[src/rtl/vga_sync_core.sv]
// VGA output stage: regenerates HSYNC/VSYNC from the frame counter coordinates, delayed to match the pixel pipeline.
// It also blanks pixels outside the active area and exposes a force-blank control and a 16-bit frame counter.
module vga_sync_core #(
    parameter int PIPE_DLY = 2,
    parameter int H_DISP   = 640,
    parameter int H_FP     = 16,
    parameter int H_SYNC   = 96,
    parameter int H_BP     = 48,
    parameter int V_DISP   = 480,
    parameter int V_FP     = 10,
    parameter int V_SYNC   = 2,
    parameter int V_BP     = 33
) (
    input  logic        clk,
    input  logic        reset_n,
    input  logic [10:0] x,
    input  logic [10:0] y,
    input  logic        cs,
    input  logic        write,
    input  logic        read,
    input  logic [13:0] addr,
    input  logic [31:0] wr_data,
    output logic [31:0] rd_data,
    input  logic [11:0] si_rgb,
    output logic        hsync,
    output logic        vsync,
    output logic [11:0] rgb
);

    localparam logic [10:0] H_DISP_C  = 11'(H_DISP);
    localparam logic [10:0] HS_FIRST  = 11'(H_DISP + H_FP);
    localparam logic [10:0] HS_LAST   = 11'(H_DISP + H_FP + H_SYNC - 1);
    localparam logic [10:0] H_TOTAL_C = 11'(H_DISP + H_FP + H_SYNC + H_BP);
    localparam logic [10:0] V_DISP_C  = 11'(V_DISP);
    localparam logic [10:0] VS_FIRST  = 11'(V_DISP + V_FP);
    localparam logic [10:0] VS_LAST   = 11'(V_DISP + V_FP + V_SYNC - 1);
    localparam logic [10:0] V_TOTAL_C = 11'(V_DISP + V_FP + V_SYNC + V_BP);

    // Delay-line fill value: {h, v, von} = syncs inactive, video off
    localparam logic [2:0] FILL = 3'b110;

    logic        in_range;
    logic        h_raw;
    logic        v_raw;
    logic        von_raw;
    logic        frame_end;
    logic [2:0]  dly [PIPE_DLY];
    logic        blank;
    logic [15:0] frame_cnt;
    logic        unused_bits;

    assign unused_bits = &{1'b0, read, wr_data[31:1], addr[13:2]};

    always_comb begin
        in_range  = (x < H_TOTAL_C) && (y < V_TOTAL_C);
        h_raw     = !(in_range && (x >= HS_FIRST) && (x <= HS_LAST));
        v_raw     = !(in_range && (y >= VS_FIRST) && (y <= VS_LAST));
        von_raw   = in_range && (x < H_DISP_C) && (y < V_DISP_C);
        frame_end = (x == H_TOTAL_C - 11'd1) && (y == V_TOTAL_C - 11'd1);
    end

    always_ff @(posedge clk or negedge reset_n) begin
        if (!reset_n) begin
            for (int i = 0; i < PIPE_DLY; i++) begin
                dly[i] <= FILL;
            end
        end else begin
            dly[0] <= {h_raw, v_raw, von_raw};
            for (int i = 1; i < PIPE_DLY; i++) begin
                dly[i] <= dly[i-1];
            end
        end
    end

    // Pins are registered; blank takes effect from the edge after it is written
    always_ff @(posedge clk or negedge reset_n) begin
        if (!reset_n) begin
            hsync <= 1'b1;
            vsync <= 1'b1;
            rgb   <= 12'h000;
        end else begin
            hsync <= dly[PIPE_DLY-1][2];
            vsync <= dly[PIPE_DLY-1][1];
            rgb   <= (dly[PIPE_DLY-1][0] && !blank) ? si_rgb : 12'h000;
        end
    end

    always_ff @(posedge clk or negedge reset_n) begin
        if (!reset_n) begin
            blank     <= 1'b0;
            frame_cnt <= 16'h0000;
        end else begin
            if (cs && write && (addr[1:0] == 2'd0)) begin
                blank <= wr_data[0];
            end
            if (frame_end) begin
                frame_cnt <= frame_cnt + 16'd1;
            end
        end
    end

    always_comb begin
        rd_data = 32'h0;
        case (addr[1:0])
            2'd0:    rd_data = {31'b0, blank};
            2'd1:    rd_data = {16'b0, frame_cnt};
            default: rd_data = 32'h0;
        endcase
    end

endmodule

[config.mk]
export PLATFORM = sky130hd
export DESIGN_NAME = vga_sync_core
export DESIGN_NICKNAME = d
export VERILOG_FILES = /design/src/rtl/vga_sync_core.sv
export SDC_FILE = /design/constraint.sdc
export NUM_CORES = 1
export LEC_CHECK = 0
export ABC_AREA = 0
export CORE_MARGIN = 8
export CORE_UTILIZATION = 38
export DETAILED_ROUTE_END_ITERATION = 10
export GPL_TIMING_DRIVEN = 0
export PLACE_DENSITY = 0.92
export REMOVE_ABC_BUFFERS = 1
export SLEW_MARGIN = 25
export SYNTH_ARGS = -nofsm -noshare
export SYNTH_HDL_FRONTEND = slang
export SYNTH_SLANG_ARGS = --single-unit
[constraint.sdc]
create_clock -name clk -period 2.2 [get_ports clk]
set_input_delay 0.22 -clock clk [delete_from_list [all_inputs] [get_ports clk]]
set_output_delay 0.22 -clock clk [all_outputs]
set_load 0.02 [all_outputs]
# After elaboration in Yosys (flattened, before gate mapping)
# Cells that the tools add are included.
# Widths: inputs -> output; s select.
# totals
register_bits	37
input_bits	85
output_inout_bits	46
# classes
addsub	1
n_lt_le_gt_ge	8
eq_ne	3
muxes	2
n_reduce_logical	15
# ops
operator	count
$lt 11x10->1 const B	3
$pmux 16 s2	1
$eq 11x10->1 const B	2
$add 16x1->16 const B	1
$mux 12	1
$ge 11x10->1 const B	1
$ge 11x9->1 const B	1
$le 11x10->1 const B	1
$le 11x9->1 const B	1
$logic_and 1x1->1	11
$lt 11x9->1 const B	1
$logic_not 1->1	3
$eq 2x1->1 const B	1
$logic_not 2->1	1

# Depth between registers and ports, before layout
# Gate-level depths: netlist of run 1.
# depth
ltp_word	5
depth_mapped	5
depth_no_buf	5

# Worst setup path after synthesis of run 1
# Ideal clock, no wire load.
# synth_path
path_type	input to register
from	in y[7]
to	reg frame_cnt[1]
arrival_ns	1.616
setup_slack_ns	0.459
stages	4
n_path_buf	0
cell_sequence	or4_4 -> nor4_4 -> nand2_4 -> mux2_4
# synth_between
elab_chain_cells	2
# synth_rtl
item	line_no	rtl
start, declared	17	input logic [10:0] y,
$eq 11x10->1	59	frame_end = (x == H_TOTAL_C - 11'd1) && (y == V_TOTAL_C - 11'd1);
$logic_and 1x1->1	59	
end signal, assigned	97	frame_cnt <= frame_cnt + 16'd1;
end, declared	49	logic [15:0] frame_cnt;
# Every way passes these cells.
# A chain may end at the register's enable or synchronous reset.

# Worst setup path after layout of run 1
# layout_path
from	in x[7]
to	reg frame_cnt[1]
# layout_between
elab_chain_cells	2
# layout_rtl
item	line_no	rtl
start, declared	16	input logic [10:0] x,
$eq 11x10->1	59	
$logic_and 1x1->1	59	
# Every way passes these cells.

==> summary.md, run 1 <==
| Metric | Value |
|---|---|
| Ant. Diodes | 0 |
| CP endpoint kind | flip-flop |
| P_sw | 311.0 uW |
| Num CTS Buffers | 5 |
| Area growth syn-to-layout | 45.56% |
| Fin crit share | 0.9514 |
| Distinct cells, synth | 35 |
| FP Rows | 25 |
| Endpoints failing hold | 0 |
| Critical path class | in2reg |
| Largest family of logic cells by synthesized area | simple AND/OR/NAND/NOR gates |
| DP Wirelength | 3479 um |
| Crit path required time | 2.37 ns |
| Cell count after synthesis | 168 |
| Status | completed |
| Vias/cell | 4.696 |
| Register area | 933.4 sq um |
| Vias in the first global route | 1596 |
| Reg power frac | 0.527 |
| Clock power share | 0.334 |
| Seq/Total Area, Yosys | 0.5013 |
| Final Skew | 0.003908 ns |
| CORE AREA | 4723 sq um |
| Crit path to | frame_cnt[1]$_DFFE_PN0P_ |
| Layout fillers | 403 |
| Final setup fails | 0 |
| Crit path DAT | 2.26 ns |
| Worst vdd ir | 171.7 uV |
| Critical path origin | x[7] |
| Crit path launch type | input port |
| Mux share of post-synthesis cell area | 0.01949 |
| Hold WS | 0.3525 ns |
| Switching share of power | 0.2360 |
| Hold Crit Depth | 0 |
| Pwr/cell area | 486.1 nW/um^2 |
| Die height | 86.00 um |
| CTS sink cnt | 37 |
| First-pass GRT wire length | 7134 um |
| Xor-xnor portion of the synthesized cell area | 0.07056 |
| Vias | 1465 |
| DRC violations left | 0 |
| Multi-input gate area | 849.6 sq um |
| Gr ovfl total | 0 |
| Max Freq | 477.7 MHz |
| Crit Path Max Fanout | 15 |
| CTS Buffer Depth | 2 |
| Crit path time final | 2.093 ns |
| MaxCap Viol Count | 0 |
| Pins Over Slew Limit | 0 |
| Initial antenna violation count | 0 |
| CTS HTree Levels | 2 |
| Synthesized area per cell | 11.08 sq um |
| Share of layout cells above drive strength 1 | 0.1061 |
| LEAKAGE | 0.001153 uW |
| Simple-gate portion of the synthesized area | 0.3085 |
| I/O pin count | 131 |
| Crit Reg-Reg Startpoint | frame_cnt[0]$_DFFE_PN0P_ |
| Drt first pass iters | 4 |
| Reg2reg path depth | 5 |
| Worst r2r dst | frame_cnt[14]$_DFFE_PN0P_ |
| Effective utilization at floorplan | 0.3942 |
| Total track usage | 0.1213 |
| Total internal power | 1006 uW |
| Complex-gate fraction of the synthesized area | 0.01478 |
| Initial drt markers | 67 |
| Max-slew headroom | 0.4305 |
| Fin util | 0.5738 |
| CTS tree | built |
| Synth Area in Adders | 0.006720 |
| Die Span X | 86.00 um |
| #FFs+latches synth | 37 |
| Post-Synthesis Cell Area | 1862 sq um |
| Clk_lat worst skew | 0.28 ns |
| Clock slew at reported path FFs | 0.07 ns |
| PortBufs | 70 |
| Comb pwr share | 0.139 |
| Routed wire length | 4329 um |
| HP Class | reg2reg |
| Die footprint | 7395 sq um |
| Clock root cell | clkbuf_8 |
| Gp weighted congestion | 0.7624 |
| Largest net degree at the start of global routing | 25 |
| Antenna Nets Post-Route | 0 |
| Register-to-register setup slack | 0.73 ns |
| Slew of the pin with the lowest slew margin | 0.8478 ns |
| Synth warn | 0 |
| Final Net Count | 330 |
| Unrepaired setup endpoints after global routing | no |
| DR WL/cell | 13.88 um |
layout make-up:
| type | instances | share of cell area |
|---|---|---|
| clock buffer | 6 | 0.02678 |
| clock inverter | 2 | 0.003693 |
| inverter | 2 | 0.002770 |
| multi-input combinational | 125 | 0.3135 |
| sequential | 37 | 0.3444 |
| tap | 67 | 0.03093 |
| timing repair buffer | 73 | 0.2779 |
metal layers:
metal,global-route usage,part of all wire
met2,0.2064,0.47
met4,0.05892,0.018
met3,0.04202,0.10
met1,0.1309,0.41
met5,0,0
power by group through the flow:
stage               registers [uW]  logic (uW)  clock network [uW]
global placement               707         166                   0
CTS                            694         179                 463
finish                         694         183                 440
detailed placement             707         176                   0
floorplan                      712        55.3                   0
global route                   695         199                 493
sequential cells by signal, indices dropped and copies added (netlist names):
register and count:
frame_cnt 16, dly 6, vsync 1, rgb 12, hsync 1, blank 1
worst max-delay path: stages:
cell,delay (ns)
clkdlybuf4s50_1,0.44
or3_4,0.42
nor4_4,0.76
nand2_4,0.10
mux2_4,0.32
stage by stage:
stage               setup TNS (ns)  instances  area (sq um)  power (uW)  worst slack [ns]
global placement            -6.576        301          2567       873.2           -0.3355
CTS                              0        311          2690        1337           0.04687
detailed placement          -8.095        302          2590       883.0           -0.3694
global route                     0        312          2710        1388           0.01040
floorplan                        0        164          1783       767.6            0.4491
finish                           0        312          2710        1317            0.1068
cells in the final DEF (no fill, tap or decap), types with 2 or more instances in the layout:
master and instances:
clkdlybuf4s50_1 69, conb_1 16, and3_1 5, nor4_1 3, nor2_1 4, dfstp_2 6
nand4_1 12, nor4_4 3, nand3_1 10, nand2b_1 2, nand2_1 5, clkbuf_8 5
inv_1 2, o21ai_0 2, clkinv_2 2, xnor2_1 15, nor3_1 2, dfrtp_1 31
and2_1 28
cells in the mapped netlist, drive strengths merged:
cell type / count / area share
nand2: 6 / 0.016
and2: 28 / 0.094
dfrtp: 31 / 0.42
conb: 1 / 0.0020
o21ai: 2 / 0.0054
inv: 2 / 0.0040
nor4bb: 1 / 0.0054
or2: 1 / 0.0034
or3: 2 / 0.0094
nand4: 12 / 0.040
ha: 1 / 0.0067
buf: 17 / 0.069
or4b: 1 / 0.0054
nor2: 4 / 0.0081
dfstp: 6 / 0.085
clkbuf: 2 / 0.0040
nor2b: 2 / 0.0067
nand4b: 1 / 0.0047
mux2i: 1 / 0.0054
and4: 1 / 0.0047
xnor2: 15 / 0.071
nand3: 10 / 0.027
nand2b: 2 / 0.0067
or4: 2 / 0.010
a211o: 1 / 0.0047
a311oi: 1 / 0.0047
nor3: 2 / 0.0054
mux2: 2 / 0.014
nor4: 6 / 0.044
and3: 5 / 0.017
worst min path at each step:
stage / startpoint / endpoint / slack [ns]
6_report: dly[3]$_DFF_PN0_ / dly[0]$_DFF_PN0_ / 0.35
5_1_grt: dly[2]$_DFF_PN1_ / hsync$_DFF_PN1_ / 0.36
4_1_cts: dly[3]$_DFF_PN0_ / dly[0]$_DFF_PN0_ / 0.36
3_5_place_dp: reset_n / rgb[7]$_DFF_PN0_ / 0.15
3_3_place_gp: dly[3]$_DFF_PN0_ / dly[0]$_DFF_PN0_ / 0.34
2_1_floorplan: reset_n / blank$_DFFE_PN0P_ / -0.08
logic make-up after synthesis:
group           count (synthesis)
mux                             3
simple gates                   86
compound gates                  4
fa+ha+maj                       1
other cells                     1
buf+inv                        21
flops                          37
xor+xnor                       15
repair_timing:
| item | CTS | global route |
|---|---|---|
| endpoints found under the hold margin | 13 | 0 |
| setup endpoints to repair | 15 | 8 |
| setup buffers | 0 | 1 |
| pin swaps | 0 | 2 |
| hold buffers | 1 | 0 |
| gates resized for setup | 2 | 0 |
Power figures use the tool's default switching activity.
==> inputs of run 2 (changes only) <==
--- a/config.mk
+++ b/config.mk
@@ -8,11 +8,12 @@
 export ABC_AREA = 0
 export CORE_MARGIN = 8
 export CORE_UTILIZATION = 38
+export CTS_BUF_LIST = sky130_fd_sc_hd__clkbuf_4 sky130_fd_sc_hd__clkbuf_8 sky130_fd_sc_hd__clkbuf_16
 export DETAILED_ROUTE_END_ITERATION = 10
 export GPL_TIMING_DRIVEN = 0
 export PLACE_DENSITY = 0.92
 export REMOVE_ABC_BUFFERS = 1
-export SLEW_MARGIN = 25
+export SLEW_MARGIN = 20
 export SYNTH_ARGS = -nofsm -noshare
 export SYNTH_HDL_FRONTEND = slang
 export SYNTH_SLANG_ARGS = --single-unit
==> run 2 against run 1 <==
  * Maximum frequency barely moved
  * Clock-buffer cell count did not move
  * Critical path type unchanged
  * Power rose by 1.1%
  * Sequential share of layout area barely moved
  * Highest routed layer unchanged
  * Global-route usage did not move
  * Clock skew fell by 0.0011 ns
  * Clock power rose by 3%
  * Worst hold slack barely moved
  * Flip-flop and latch count did not move
  * Final cell count did not move
  * Core utilization rose by 0.079 points
==> summary.md, run 2 (synthesis gave the netlist of run 1 again) <==
| Metric | Value |
|---|---|
| Status | completed |
| Die footprint | 7395 sq um |
| CORE AREA | 4723 sq um |
| Crit path DAT | 2.26 ns |
| Layout Cells excl Fill | 312 |
| Antenna Nets Post-Route | 0 |
| Fin crit share | 0.9506 |
| Vias in the first global route | 1596 |
| CTS tree | built |
| P_sw | 312.8 uW |
| Vias | 1465 |
| Num CTS Buffers | 5 |
| Die height | 86.00 um |
| Largest regs | frame_cnt: 16 flops, rgb: 12 flops, dly: 6 flops |
| Register-to-register setup slack | 0.73 ns |
| Clock root cell | clkbuf_8 |
| Top reg by flops | frame_cnt |
| Clock slew at reported path FFs | 0.07 ns |
| Commonest non-fill, non-tap cells in the layout | 69 x clkdlybuf4s50_1, 31 x dfrtp_1, 28 x and2_1 |
| Effective utilization at floorplan | 0.3942 |
| I/O pin count | 131 |
| Switching share of power | 0.2349 |
| Unrepaired setup endpoints after global routing | no |
| Max Freq | 478.2 MHz |
| Worst vdd ir | 171.7 uV |
| HP Class | reg2reg |
| Largest net degree at the start of global routing | 25 |
| CTS sink cnt | 37 |
| Comb pwr share | 0.137 |
| Crit path max-delay family | simple AND/OR/NAND/NOR gates |
| Routed wire length | 4332 um |
| Crit Path Max Fanout | 15 |
| Critical Path Max Stage Delay | 0.76 ns |
| Commonest non-fill, non-tap cell in the layout | clkdlybuf4s50_1 |
| Pwr/cell area | 490.7 nW/um^2 |
| Final setup fails | 0 |
| Pins Over Slew Limit | 0 |
| CTS Buffer Depth | 2 |
| First-pass GRT wire length | 7134 um |
| CP cell instances | clkdlybuf4s50_1, or3_4, nor4_4, nand2_4, mux2_4 |
| Vias/cell | 4.696 |
| Share of layout cells above drive strength 1 | 0.1102 |
| Slew of the pin with the lowest slew margin | 0.8478 ns |
| CTS HTree Levels | 2 |
| Reg power frac | 0.521 |
| Gr ovfl total | 0 |
| Max FFs per register | 16 |
| Initial antenna violation count | 0 |
| Ant. Diodes | 0 |
| DP Cell Count | 302 |
| Final Net Count | 330 |
| MaxCap Viol Count | 0 |
| Area after DPL | 2590 sq um |
| DP Wirelength | 3479 um |
| Area growth syn-to-layout | 45.77% |
| Final Skew | 0.002839 ns |
| Die Span X | 86.00 um |
| Drt first pass iters | 4 |
| LEAKAGE | 0.001156 uW |
| Critical path class | in2reg |
| DR WL/cell | 13.88 um |
| FP Rows | 25 |
| Crit path required time | 2.37 ns |
| Clock power share | 0.341 |
| Initial drt markers | 67 |
| CP endpoint kind | flip-flop |
| Gp weighted congestion | 0.7624 |
| Post-route setup TNS | 0 ns |
| Fin util | 0.5746 |
| Crit path launch type | input port |
| Post-route design area | 2714 sq um |
| Buf+Inv Stages, Crit Path | 1 |
| Clk_lat worst skew | 0.28 ns |
| Crit path time final | 2.091 ns |
| Endpoints failing hold | 0 |
| CP max stage cell | nor4_4 |
| PortBufs | 70 |
| Total internal power | 1019 uW |
| DRC violations left | 0 |
| Hold WS | 0.3529 ns |
| Total track usage | 0.1213 |
| Max-slew headroom | 0.4305 |
## run 2: cell types whose count changed in the layout (fill, tap and decap cells not counted)
cell      previous run  this run
clkbuf_1             1         0
clkbuf_4             0         1
## run 2: worst register-to-register path, stage by stage (launching register included)
cell	delay, ns
dfrtp_1	0.47
ha_1	0.22
nand3_1	0.11
nor2_1	0.24
nand4_1	0.15
xnor2_1	0.17
## run 2: power groups by stage
stage               sequential, uW  combinational (uW)  clock [uW]
global route                   695                 199         506
finish                         694                 183         455
floorplan                      712                55.3           0
global placement               707                 166           0
detailed placement             707                 176           0
CTS                            694                 179         476
## run 2: what timing repair did
action                                 4_1_cts  5_1_grt
endpoints found under the hold margin       13        0
pin swaps                                    0        2
gates resized for setup                      2        0
setup endpoints to repair                   15        8
hold buffers                                 1        0
buffers inserted                             0        1
cloned                                       0        0
## run 2: path summary, 6_finish.rpt
path / end / from / cells past startpoint
worst max-delay path: frame_cnt[1]$_DFFE_PN0P_ / x[7] / 5
worst min-delay path: dly[0]$_DFF_PN0_ / dly[3]$_DFF_PN0_ / 0
worst max register to register: frame_cnt[14]$_DFFE_PN0P_ / frame_cnt[0]$_DFFE_PN0P_ / 5
worst min register to register: dly[0]$_DFF_PN0_ / dly[3]$_DFF_PN0_ / 0
max in group asynchronous: dly[5]$_DFF_PN1_ / reset_n / 3
min in group asynchronous: rgb[8]$_DFF_PN0_ / reset_n / 2
## run 2: per-stage QoR
step                setup WS [ns]  power [uW]
floorplan                  0.4491       767.6
global placement          -0.3355       873.2
detailed placement        -0.3694       883.0
CTS                       0.04687        1349
global route              0.01040        1400
finish                     0.1087        1332
## run 2: final cells by class
type | count | area [sq um]
clock buffer | 6 | 76.32
clock inverter | 2 | 10.01
fill | 401 | 2009
inverter | 2 | 7.507
multi-input combinational | 125 | 849.6
sequential | 37 | 933.4
tap | 67 | 83.83
timing repair buffer | 73 | 753.2
## run 2: metal layers
metal,vias to the layer above,global-route usage,part of all wire,wire length [um]
li1,701,-,-,-
met1,678,0.1309,0.41,1772
met2,79,0.2064,0.47,2041
met3,7,0.04202,0.10,440
met4,0,0.05892,0.018,78
met5,-,0,0,0
==> inputs of run 3 (changes only) <==
--- a/config.mk
+++ b/config.mk
@@ -6,6 +6,7 @@
 export NUM_CORES = 1
 export LEC_CHECK = 0
 export ABC_AREA = 0
+export CORE_ASPECT_RATIO = 0.75
 export CORE_MARGIN = 8
 export CORE_UTILIZATION = 38
 export CTS_BUF_LIST = sky130_fd_sc_hd__clkbuf_4 sky130_fd_sc_hd__clkbuf_8 sky130_fd_sc_hd__clkbuf_16
==> run 3 against run 2 <==
  * Core utilization down 1.5 points
  * Critical path type is now in2out
  * Power fell by 0.85%
  * Largest cell class unchanged
  * Register-to-register slack hardly changed
  * Wire length is 5.5% lower
  * Sequential power about the same
  * Worst hold slack worse by 0.068 ns
  * Clock skew is 0.0072 ns higher
  * Setup slack better by 0.041 ns
  * Maximum frequency grew 2.0%
  * Clock power fell by 0.9%
  * Final cell count fell by 2.2%
==> summary.md, run 3 (synthesis gave the netlist of run 1 again) <==
| Metric | Value |
|---|---|
| DP Worst Slack | -0.2274 ns |
| CTS tree | built |
| Num CTS Buffers | 5 |
| Max FFs per register | 16 |
| Die height | 76.62 um |
| Area after DPL | 2574 sq um |
| Crit path time final | 2.051 ns |
| Pins Over Slew Limit | 0 |
| Clock root cell | clkbuf_8 |
| Critical path class | in2out |
| Commonest non-fill, non-tap cells in the layout | 69 x clkdlybuf4s50_1, 31 x dfrtp_1, 28 x and2_1 |
| Share of layout cells above drive strength 1 | 0.1102 |
| I/O pin count | 131 |
| Commonest non-fill, non-tap cell in the layout | clkdlybuf4s50_1 |
| Vias in the first global route | 1533 |
| Effective utilization at floorplan | 0.3865 |
| HP Class | in2async |
| Total track usage | 0.1136 |
| CORE AREA | 4817 sq um |
| Ant. Diodes | 0 |
| Die footprint | 7419 sq um |
| CTS HTree Levels | 2 |
| Status | completed |
| Fin util | 0.5600 |
| Gr ovfl total | 0 |
| Post-route setup slack | 0.1495 ns |
| Crit path launch type | input port |
| Max-slew headroom | 0.6070 |
| Pwr/cell area | 489.4 nW/um^2 |
| Final Net Count | 330 |
| Area growth syn-to-layout | 44.89% |
| Largest regs | frame_cnt: 16 flops, rgb: 12 flops, dly: 6 flops |
| Initial drt markers | 38 |
| Crit path required time | 1.98 ns |
| Vias/cell | 4.777 |
| Clk_lat worst skew | 0.28 ns |
| Unrepaired setup endpoints after global routing | no |
| MaxCap Viol Count | 0 |
| Hold WS | 0.2851 ns |
| Max Freq | 487.7 MHz |
| Crit path DAT | 1.83 ns |
| Slew of the pin with the lowest slew margin | 0.5883 ns |
| Gp weighted congestion | 0.7685 |
| Worst vdd ir | 291.6 uV |
| Top reg by flops | frame_cnt |
| Final setup fails | 0 |
| Die Span X | 96.83 um |
| First-pass GRT wire length | 7051 um |
| FP Rows | 22 |
| DR WL/cell | 13.43 um |
| Initial antenna violation count | 0 |
| CTS sink cnt | 37 |
| Final Skew | 0.01005 ns |
| Antenna Nets Post-Route | 0 |
| Routed wire length | 4095 um |
| Crit Path Max Fanout | 15 |
| Clock slew at reported path FFs | 0.07 ns |
| Drt first pass iters | 4 |
| CTS Buffer Depth | 2 |
| Largest net degree at the start of global routing | 35 |
| PortBufs | 70 |
| Vias | 1457 |
| Endpoints failing hold | 0 |
| CP endpoint kind | output pin |
| DP Wirelength | 3331 um |
| DRC violations left | 0 |
| Post-route design area | 2698 sq um |
| Fin crit share | 0.9321 |
| LEAKAGE | 0.001152 uW |
## run 3: final cells by class
cell class | count | area (sq um)
Timing Repair Buffer | 73 | 745.7
Clock buffer | 6 | 76.32
Multi-Input combinational cell | 125 | 849.6
Fill cell | 417 | 2120
Tap cell | 60 | 75.07
Inverter | 2 | 7.507
Sequential cell | 37 | 933.4
Clock inverter | 2 | 10.01
## run 3: what timing repair did
item / CTS / global route
hold buffers: 1 / 0
pin swaps: 0 / 1
endpoints found under the hold margin: 31 / 0
gates cloned: 0 / 0
setup endpoints to repair: 15 / 6
buffers inserted: 0 / 1
gates resized for setup: 2 / 0
## run 3: path summary, 6_finish.rpt
path	startpoint	end	slack (ns)	depth (start not counted)
max	addr[0]	rd_data[1]	0.15	4
min	reset_n	rgb[8]$_DFF_PN0_	0.29	2
max reg2reg	frame_cnt[0]$_DFFE_PN0P_	frame_cnt[10]$_DFFE_PN0P_	0.72	5
min reg2reg	dly[3]$_DFF_PN0_	dly[0]$_DFF_PN0_	0.35	0
max in group asynchronous	reset_n	dly[1]$_DFF_PN1_	1.46	3
min in group clk	dly[3]$_DFF_PN0_	dly[0]$_DFF_PN0_	0.35	0
## run 3: power by group
part           internal [uW]  switching [uW]  total [uW]
clock                    231             219         451
sequential               691            4.29         695
combinational           91.9            82.8         175
## run 3: through the flow
| stage | total power, uW | TNS (ns) | cells |
|---|---|---|---|
| 6_report | 1320 | 0 | 305 |
| 3_3_place_gp | 872.8 | -4.802 | 294 |
| 4_1_cts | 1345 | 0 | 304 |
| 5_1_grt | 1392 | 0 | 305 |
| 3_5_place_dp | 880.1 | -5.834 | 295 |
| 2_1_floorplan | 767.6 | 0 | 164 |
## run 3: critical path: stages
cell and delay (ns):
clkdlybuf4s50_1 0.52, nor2b_4 0.30, and2_1 0.19, clkdlybuf4s50_1 0.60
## run 3: per-layer routing
metal	global-route usage	wire length [um]
met2	0.1829	1813
met3	0.04620	304
met5	0	0
met1	0.1326	1912
met4	0.04135	63
